--- src/rtl/response_gold_mem.sv ---
// DEPTH x 1 golden response table: synchronous write, asynchronous read.
// Contents are deliberately not reset so a loaded table survives a reset.
module response_gold_mem #(
   parameter int N_IN  = 5,
   parameter int DEPTH = 2**N_IN
) (
   input  logic            CK,
   input  logic            we,
   input  logic [N_IN-1:0] waddr,
   input  logic            wdata,
   input  logic [N_IN-1:0] raddr,
   output logic            rdata
);

   logic mem [DEPTH];

   always_ff @(posedge CK) begin
      if (we) mem[waddr] <= wdata;
   end

   assign rdata = mem[raddr];

endmodule

--- config.mk ---
export PLATFORM = sky130hd
export DESIGN_NAME = response_gold_mem
export DESIGN_NICKNAME = d
export VERILOG_FILES = /design/src/rtl/response_gold_mem.sv
export SDC_FILE = /design/constraint.sdc
export NUM_CORES = 1
export LEC_CHECK = 0
export CAP_MARGIN = 40
export CORE_MARGIN = 4
export CORE_UTILIZATION = 50
export CTS_CLUSTER_SIZE = 12
export DETAILED_ROUTE_END_ITERATION = 10
export PLACE_DENSITY = 0.81
export SLEW_MARGIN = 20
export SYNTH_ARGS = -nofsm -noshare
export SYNTH_HDL_FRONTEND = slang
export SYNTH_SLANG_ARGS = --single-unit
--- constraint.sdc ---
create_clock -name CK -period 1.9 [get_ports CK]
set_input_delay 0.475 -clock CK [delete_from_list [all_inputs] [get_ports CK]]
set_output_delay 0.475 -clock CK [all_outputs]
set_load 0.005 [all_outputs]
==> flow_summary.json <==
{
  "dpl-instance-area_sq_um": 1740,
  "grt_pass1_wl_microns": 4860,
  "dp_hpwl_microns": 1940,
  "placed_cells": 171,
  "worstPathCellList": "buf_8, buf_12, mux2i_2, a22oi_2, nand4b_1, a21oi_2, a311o_1, buf_2",
  "crit_path_top_delay_cell": "a311o_1",
  "via_per_inst": 5.65,
  "status": "complete, but fails checks",
  "setup_ws_ns": -0.188,
  "dieHeight_microns": 62.7,
  "mostFrequentLayoutCell": "nor2_1",
  "final_area_sq_um": 1850,
  "synthArstFlopShare_pct": 0,
  "slew_headroom_pct": 74.5,
  "ioPinCount": 14,
  "cts_made_buffers": 5,
  "drt_iter0_markers": 27,
  "routed_wl_microns": 2800,
  "ff_latch_area_sq_um": 961,
  "synth_edf_count": 32,
  "path_buf_inv": 3,
  "finalHoldViolCount": 0,
  "ant_nets": 0,
  "setup_viol": 1,
  "clock_path_buffers": 2,
  "multi_input_area_sq_um": 548,
  "top_regs": "mem: 32 flops",
  "drive_above_1_share_pct": 24.3,
  "clk_root_buffer_cell": "clkbuf_4",
  "ys_warn_count": 0,
  "ys_seq_area_share_pct": 64.2,
  "synth_area_sq_um": 1500,
  "peakVddDrop_v": 0.000381,
  "worst_slew_pin_slew_ns": 0.381,
  "place.port_buffers": 13,
  "diodes": 0,
  "firstDrtPassIters": 4,
  "grt_overflow": 0,
  "violations": "setup timing",
  "final_nets": 163,
  "critical-path-max-stage-delay_ns": 0.31,
  "largest_register_ffs": 32,
  "fmax_mhz": 479,
  "first_global_vias": 1077,
  "slew_violations": 0,
  "route.detailed.drc": 0,
  "p_per_area_nw_per_um2": 674,
  "top_register": "mem",
  "row_count": 19,
  "maxCapViolations": 0,
  "rsz0062_at_grt": "true",
  "clk_pin_slew_ns": 0.08,
  "crit_fanout": 7,
  "die_w_microns": 62.7,
  "synth-main-ff-cell": "edfxtp_1",
  "ys_ff_latch": 32,
  "cts_tree": "yes",
  "area_growth_pct": 23.7,
  "num_vias": 1012,
  "path_class": "in2out",
  "nFillCells": 209,
  "place.gp.congestion": 0.759,
  "finalNonFillerCells": 179,
  "start_util_pct": 53.4,
  "cp_top_family": "compound AO/OA/AOI/OAI gates",
  "min_period_ns": 2.09,
  "avgSynthCellArea_sq_um": 12.6,
  "worstPathArrival_ns": 1.61,
  "fin_crit_sh_pct": 110,
  "final_cell_mix": "nor2_1, edfxtp_1, mux2i_1",
  "synthesis.nets": 132,
  "holdCritPathClass": "in2reg",
  "post-place-ws_ns": -0.978,
  "grt_max_degree": 33,
  "htreeDepth": 2,
  "post_drt_wl_per_cell_microns": 15.6,
  "antenna_found_initial": 0,
  "hold_buffers": 0,
  "die-area_sq_um": 3940,
  "synth.distinct_cells": 20,
  "critPathLaunchType": "input port",
  "clock-sinks": 32,
  "cp-end-kind": "output port",
  "crit_required_ns": 1.42,
  "coreArea_sq_um": 2810,
  "syn_inst": 119,
  "setup-tns-final_ns": -0.188,
  "gr-usage-all-layers_pct": 16.4,
  "leakagePower_uw": 0.000647
}
==> per-layer routing <==
layer | vias up | part of all wire [%] | track usage, %
met5 | - | 0 | 0
met4 | 0 | 1.5 | 7.99
met3 | 4 | 5.9 | 5.94
met2 | 39 | 52 | 28.8
met1 | 477 | 40 | 17.2
li1 | 492 | - | -
==> logic make-up (layout without fill, tap and decap cells) <==
kind of cell	Yosys count	after routing	share of synthesized area (%)
mux	16	16	10.7
flops	32	32	64.2
buf+inv	3	32	2.34
compound gates	9	9	4.18
simple gates	59	59	18.6
==> synth_stat cells, drive strengths merged, types with 2 or more instances <==
master | n | share of area [%]
a21oi | 3 | 1.0
a22oi | 4 | 2.0
buf | 2 | 2.1
edfxtp | 32 | 64
mux2i | 16 | 11
nand2 | 7 | 1.8
nand3 | 4 | 1.3
nand3b | 5 | 2.5
nor2 | 34 | 8.5
or3b | 3 | 1.8
==> per-stage QoR <==
step | power [uW] | hold WS [ns] | util (%)
after global routing | 1300 | 0.993 | 66.1
after global placement | 942 | 1.29 | 62.0
after detailed placement | 947 | 1.29 | 62.0
final | 1250 | 0.969 | 66.1
after CTS | 1240 | 0.960 | 65.4
after floorplan | 869 | 0.574 | -
==> final cells by class <==
class | count | share of cell area [%]
flip-flops and latches | 32 | 51.9
multi-input cells | 84 | 29.6
repair buffers | 27 | 14.4
well taps | 31 | 2.09
clock buffers | 5 | 2.03
==> worst paths after layout <==
path / from / end / slack (ns) / depth (start not counted)
hold / removal: wdata / mem[2] / 0.97 / 2
setup / recovery: raddr[1] / rdata / -0.19 / 8
==> power by group <==
group          switching (uW)  internal, uW
registers                2.42           784
logic                    77.2          84.2
clock network             178           123
total                     258           991
==> timing repair <==
item,CTS,global route
resized for setup,28,6
pin swaps,7,5
setup endpoints to repair,1,1
gates cloned,1,0
setup buffers,2,0
No activity file was read; power rests on OpenSTA's default activity.
